[src/rtl/key_dispatcher.sv]
// key_dispatcher: hands out candidate RC4 keys one at a time from a shared
// counter to NUM_CORES decryption cores. Requests are served round-robin.
// Dispatch halts when a core reports success (stop) or when the key space
// 0..KEY_MAX has been fully issued.
module key_dispatcher #(
    parameter int                   NUM_CORES = 4,
    parameter int                   KEY_WIDTH = 24,
    parameter logic [KEY_WIDTH-1:0] KEY_MAX   = 24'h3FFFFF
) (
    input  logic                 clk,
    input  logic                 reset_n,
    input  logic                 start,
    input  logic                 stop,
    input  logic [NUM_CORES-1:0] key_req,
    output logic [NUM_CORES-1:0] key_grant,
    output logic [KEY_WIDTH-1:0] key_out,
    output logic [KEY_WIDTH:0]   keys_issued,
    output logic                 busy,
    output logic                 exhausted,
    output logic                 stopped
);

    localparam int IDX_W = (NUM_CORES > 1) ? $clog2(NUM_CORES) : 1;

    localparam logic [1:0] ST_IDLE      = 2'd0;
    localparam logic [1:0] ST_DISPATCH  = 2'd1;
    localparam logic [1:0] ST_EXHAUSTED = 2'd2;
    localparam logic [1:0] ST_STOPPED   = 2'd3;

    // The last key is compared at counter width so the counter never wraps.
    localparam logic [KEY_WIDTH:0] LAST_KEY = {1'b0, KEY_MAX};

    logic [1:0]           state;
    logic [KEY_WIDTH:0]   next_key;
    logic [IDX_W-1:0]     last_granted;

    logic [NUM_CORES-1:0] eligible;
    logic [NUM_CORES-1:0] grant_vec;
    logic [IDX_W-1:0]     pick;
    logic [IDX_W-1:0]     cand_idx;
    logic                 found;
    int                   cand;

    // keys_issued always tracks next_key since both advance only on a grant.
    assign keys_issued = next_key;

    // Round-robin pick starting after the last granted core. The core granted
    // last cycle is masked because its request drop lags by one cycle.
    always_comb begin
        eligible  = key_req & ~key_grant;
        found     = 1'b0;
        pick      = '0;
        cand      = 0;
        cand_idx  = '0;
        grant_vec = '0;
        for (int k = 1; k <= NUM_CORES; k++) begin
            cand     = (int'(last_granted) + k) % NUM_CORES;
            cand_idx = IDX_W'(cand);
            if (!found && eligible[cand_idx]) begin
                found = 1'b1;
                pick  = cand_idx;
            end
        end
        if (found) begin
            grant_vec[pick] = 1'b1;
        end
    end

    // Control state, counter and registered outputs; stop overrides all but
    // the exhausted state, and the terminal states are left only via reset.
    always_ff @(posedge clk or negedge reset_n) begin
        if (!reset_n) begin
            state        <= ST_IDLE;
            key_grant    <= '0;
            key_out      <= '0;
            next_key     <= '0;
            last_granted <= IDX_W'(NUM_CORES - 1);
            busy         <= 1'b0;
            exhausted    <= 1'b0;
            stopped      <= 1'b0;
        end else begin
            key_grant <= '0;
            if (stop && (state != ST_EXHAUSTED)) begin
                state   <= ST_STOPPED;
                busy    <= 1'b0;
                stopped <= 1'b1;
            end else begin
                case (state)
                    ST_IDLE: begin
                        if (start) begin
                            state <= ST_DISPATCH;
                            busy  <= 1'b1;
                        end
                    end
                    ST_DISPATCH: begin
                        if (found) begin
                            key_grant    <= grant_vec;
                            key_out      <= next_key[KEY_WIDTH-1:0];
                            next_key     <= next_key + 1'b1;
                            last_granted <= pick;
                            if (next_key == LAST_KEY) begin
                                state     <= ST_EXHAUSTED;
                                busy      <= 1'b0;
                                exhausted <= 1'b1;
                            end
                        end
                    end
                    default: begin
                    end
                endcase
            end
        end
    end

endmodule

[config.mk]
export PLATFORM = sky130hd
export DESIGN_NAME = key_dispatcher
export DESIGN_NICKNAME = d
export VERILOG_FILES = /design/src/rtl/key_dispatcher.sv
export SDC_FILE = /design/constraint.sdc
export NUM_CORES = 1
export LEC_CHECK = 0
export CAP_MARGIN = 20
export CORE_MARGIN = 4
export CORE_UTILIZATION = 55
export CTS_BUF_LIST = sky130_fd_sc_hd__clkbuf_2
export DETAILED_ROUTE_END_ITERATION = 8
export PLACE_DENSITY = 0.87
export SYNTH_ARGS = -nofsm -noshare
export SYNTH_HDL_FRONTEND = slang
export SYNTH_SLANG_ARGS = --single-unit
[constraint.sdc]
create_clock -name clk -period 5.5 [get_ports clk]
set_input_delay 0.55 -clock clk [delete_from_list [all_inputs] [get_ports clk]]
set_output_delay 0.55 -clock clk [all_outputs]
set_load 0.02 [all_outputs]
==> results by stage <==
Timing:
- After layout, the minimum clock period comes to approximately 2.4 ns.
- The final-report hold violation count is 0.
- The post-route worst hold slack is 0.187 ns.
- The max-slew headroom at the worst pin is between 40% and 50%.
- Setup repair after global routing left no endpoint under its margin.
- The final worst-path cycle share is a little over two fifths.
- In the final timing run, aggregate negative setup slack is 0 ns.
- For the pin with the worst max-slew slack, the measured transition is roughly 0.84 ns.
- The number of max-slew violations in the final report is 0.
- Setup violations remaining at the end of the flow were counted as 0.
- Timing would allow up to 424 MHz.
- For the final database, setup skew stands at 0.0177 ns.

Detailed routing:
- In the routed layout, each cell is associated on average with a via count of around 5.4.
- The detailed-route wire length is roughly 5900 um.
- The total via count after detailed routing is 2,082.
- The average wire length per cell after detail routing is around 15 um.
- The first detailed-routing pass took 4 iterations.
- The detailed router's first-iteration violation count is around 140.
- After detailed routing, the number of remaining DRC violations is 0.
- The remaining number of nets flagged by the antenna check after routing is 0.

Critical path:
- The maximum fanout count along the critical path is 36.
- Counting buffers and inverters, the worst setup path is 7 cells deep.
- On the worst path, the slowest cell contributes a delay of approximately 0.50 ns.
- STA classifies the critical path endpoint as a register.
- The family of cells with the greatest summed delay on the critical path is simple AND/OR/NAND/NOR gates.
- STA classifies the critical path startpoint as a primary input.
- The critical path arrival is around 2.8 ns.
- The critical path goes through clkdlybuf4s50_1 -> or3b_1 -> a41o_1 -> buf_4 -> or3_4 -> nor3_4 -> xor2_1.
- Among all stages on the critical path, the largest delay is contributed by sky130_fd_sc_hd__clkdlybuf4s50_1.
- The data required time at the worst endpoint is between 5 and 6 ns.
- The logic depth of the worst register-to-register path is 6.
- The class of the most critical setup path is in -> reg.
- The buffering stage count on the worst path with inverters included is 2.

Finish:
- At the end of the flow, the number of nets in the layout was between 300 and 400.
- The design area is about 3400 sq um.
- The final-layout fill cell count is approximately 300.
- Cells with a size suffix above 1 make up 8.36% of the layout.
- The number of diodes is 0.
- From synthesis to final layout, the design area changed by 31.2%.
- Cells fill between 70% and 80% of the core in the end.

Global routing:
- Entering global routing, the biggest net connects 61 pins.
- Summed over all layers, the global routing overflow is 0.
- The initial antenna violation count is 0.
- The number of global-route vias before repair came to 2,219.
- In the global route stage, overall resource usage came out at 22.2%.
- The first global-routing pass estimated 10,500 um of wire.

CTS:
- After clock tree synthesis, the flow added hold-fix buffers numbering 0.
- In this run the number of H-tree levels came out at 3.
- At the later pin of the worst-skew pair, clock insertion delay measures between 0.4 and 0.5 ns.
- The clock slew seen by the registers of the worst setup and hold paths is approximately 0.17 ns.
- TritonCTS built the clock tree.
- The number of CTS-inserted buffers is 9.
- Post-CTS timing repair inserted 0 buffers for setup.
- The clock passes through at most 2 buffers.
- The clock drives 60 sinks.
- The root cell of the clock tree is sky130_fd_sc_hd__clkbuf_2.
- The count of instances resized after the clock tree is built is 0.

Die:
- The row count is 24.
- The die boundary width is about 77 um.
- The die height is ~77 um.
- The initial standard-cell utilization of the core is about three fifths.
- The overall die area is slightly below 6000 sq um.
- The count of boundary I/O pins is 64.
- After floorplanning, the core was sized to cover roughly 4500 sq um.

Placed design:
- After legalization and detailed placement, the total HPWL measured between 4000 and 5000 um.
- The cell area after placement is about 3300 sq um.
- At the end of routability-driven placement, the weighted congestion stood at between 0.8 and 0.9.
- The quantity of I/O buffers inserted on ports is 63.

Synthesis:
- The netlist uses 41 different library cells.
- In the post-synthesis netlist, the biggest area contributors are sky130_fd_sc_hd__dfrtp_1 (56%), sky130_fd_sc_hd__nand2_1 (12%), sky130_fd_sc_hd__xor2_1 (5.1%).
- The synthesized netlist net count is 270.
- The most common cell in the synthesized netlist is sky130_fd_sc_hd__nand2_1.
- The share of async-settable or async-resettable flops after synthesis is 100%.
- The register area share after synthesis is around 58%.
- The share of synthesized area in the top cell type comes to a little under three fifths.
- Ranked by instance count, the synthesized netlist is headed by sky130_fd_sc_hd__nand2_1 (82), sky130_fd_sc_hd__dfrtp_1 (58), sky130_fd_sc_hd__nor2_1 (19).
- The cell area after synthesis is 2600 sq um.
- The most used flip-flop cell after synthesis is sky130_fd_sc_hd__dfrtp_1.
- sky130_fd_sc_hd__dfrtp_1 takes more of the synthesized area than any other cell.
- After technology mapping, the gate count stands at about 260.
- For this run, the number of Yosys warnings is 0.
- The number of synthesized flops with an enable pin is 0.
- The synthesized design contains 60 register bits.
- Dividing the synthesized area by the synthesized cell count gives 9.96 sq um.

Worst hold path:
- The worst min-delay path category is in -> async.

Run:
- Across the run, the number of max-cap violations was 0.

Pwr:
- In this run the static leakage power is between 1.5 and 2 nW.
- The maximum ir drop on the vdd rail is between 0.15 and 0.2 mV.
- The power density of the placed cells is roughly 240 nW/um^2.

Outcome:
- The run finished with clean final reports.
-- worst register-to-register path: stages, from the launching register on --
cell                      delay (ns)
sky130_fd_sc_hd__dfrtp_1        0.45
sky130_fd_sc_hd__or3b_1         0.42
sky130_fd_sc_hd__a41o_1         0.22
sky130_fd_sc_hd__buf_4          0.25
sky130_fd_sc_hd__or3_4          0.48
sky130_fd_sc_hd__nor3_4         0.17
sky130_fd_sc_hd__xor2_1         0.16
-- registers in the layout, summed over array words and instances (netlist names) --
signal and count:
exhausted 1, busy 1, last_granted 2, state 2
key_out 24, keys_issued 25, stopped 1, key_grant 4
-- power breakdown --
part | internal, mW | switching (mW) | total, mW | leakage [nW]
sequential | 0.447 | 0.00540 | 0.452 | 0.808
combinational | 0.0170 | 0.0243 | 0.0412 | 0.801
clock | 0.148 | 0.163 | 0.310 | 0.0716
total | 0.612 | 0.192 | 0.804 | 1.68
-- layout by cell type (no fill, tap or decap), types with 2 or more instances in the layout --
master,n
sky130_fd_sc_hd__bufinv_16,2
sky130_fd_sc_hd__xnor2_1,9
sky130_fd_sc_hd__xor2_1,15
sky130_fd_sc_hd__clkbuf_2,9
sky130_fd_sc_hd__clkdlybuf4s50_1,62
sky130_fd_sc_hd__and2_1,2
sky130_fd_sc_hd__nor2_1,19
sky130_fd_sc_hd__nor3_1,3
sky130_fd_sc_hd__buf_4,3
sky130_fd_sc_hd__dfrtp_1,58
sky130_fd_sc_hd__clkinvlp_4,3
sky130_fd_sc_hd__a21oi_1,2
sky130_fd_sc_hd__nand2_1,82
sky130_fd_sc_hd__nand2b_1,5
sky130_fd_sc_hd__inv_1,4
sky130_fd_sc_hd__dfstp_2,2
sky130_fd_sc_hd__o21ai_0,6
sky130_fd_sc_hd__nand3_1,13
sky130_fd_sc_hd__and4_1,5
sky130_fd_sc_hd__nand4_1,4
sky130_fd_sc_hd__or3_1,2
-- final timing paths --
kind	from	endpoint	slack, ns
hold reg to reg	key_out[8]	key_out[8]	0.50
hold / removal	reset_n	key_grant[1]	0.19
max in group asynchronous	reset_n	keys_issued[3]	4.78
setup / recovery	stop	keys_issued[24]	3.14
setup reg to reg	state[1]	keys_issued[24]	3.29
min in group clk	key_out[8]	key_out[8]	0.50
-- metal layers --
layer / part of all wire [%] / global-route usage (%)
met1: 45 / 28.8
met2: 48 / 35.0
met3: 5.4 / 6.32
met4: 1.3 / 9.24
met5: 0 / 0
-- cell families after synthesis --
logic type / Yosys count / share of synthesized area [%]
DFF: 60 / 57.9
AOI/OAI and AO/OA: 19 / 5.34
adders and majority gates: 1 / 0.481
buffers and inverters: 12 / 2.31
xor gates and xnor gates: 24 / 8.09
and+or+nand+nor: 145 / 25.9
-- stage by stage --
| step | cells | power (mW) | setup WS [ns] |
|---|---|---|---|
| 5_1_grt | 387 | 0.834 | 3.08 |
| 3_5_place_dp | 371 | 0.501 | 2.67 |
| 3_3_place_gp | 371 | 0.500 | 2.75 |
| 4_1_cts | 387 | 0.810 | 3.17 |
| 6_report | 387 | 0.804 | 3.14 |
| 2_1_floorplan | 261 | 0.477 | 3.38 |
-- area by class of cell --
type                    instances  area (sq um)  share of cell area, %
well taps                      52          65.1                   1.91
flip-flops and latches         60          1500                   44.1
clock inverters                 7          91.3                   2.68
repair buffers                 66           648                   19.0
inverters                       4          15.0                  0.440
multi-input cells             189          1040                   30.6
clock buffers                   9          45.0                   1.32
No activity file was read; power rests on OpenSTA's default activity.
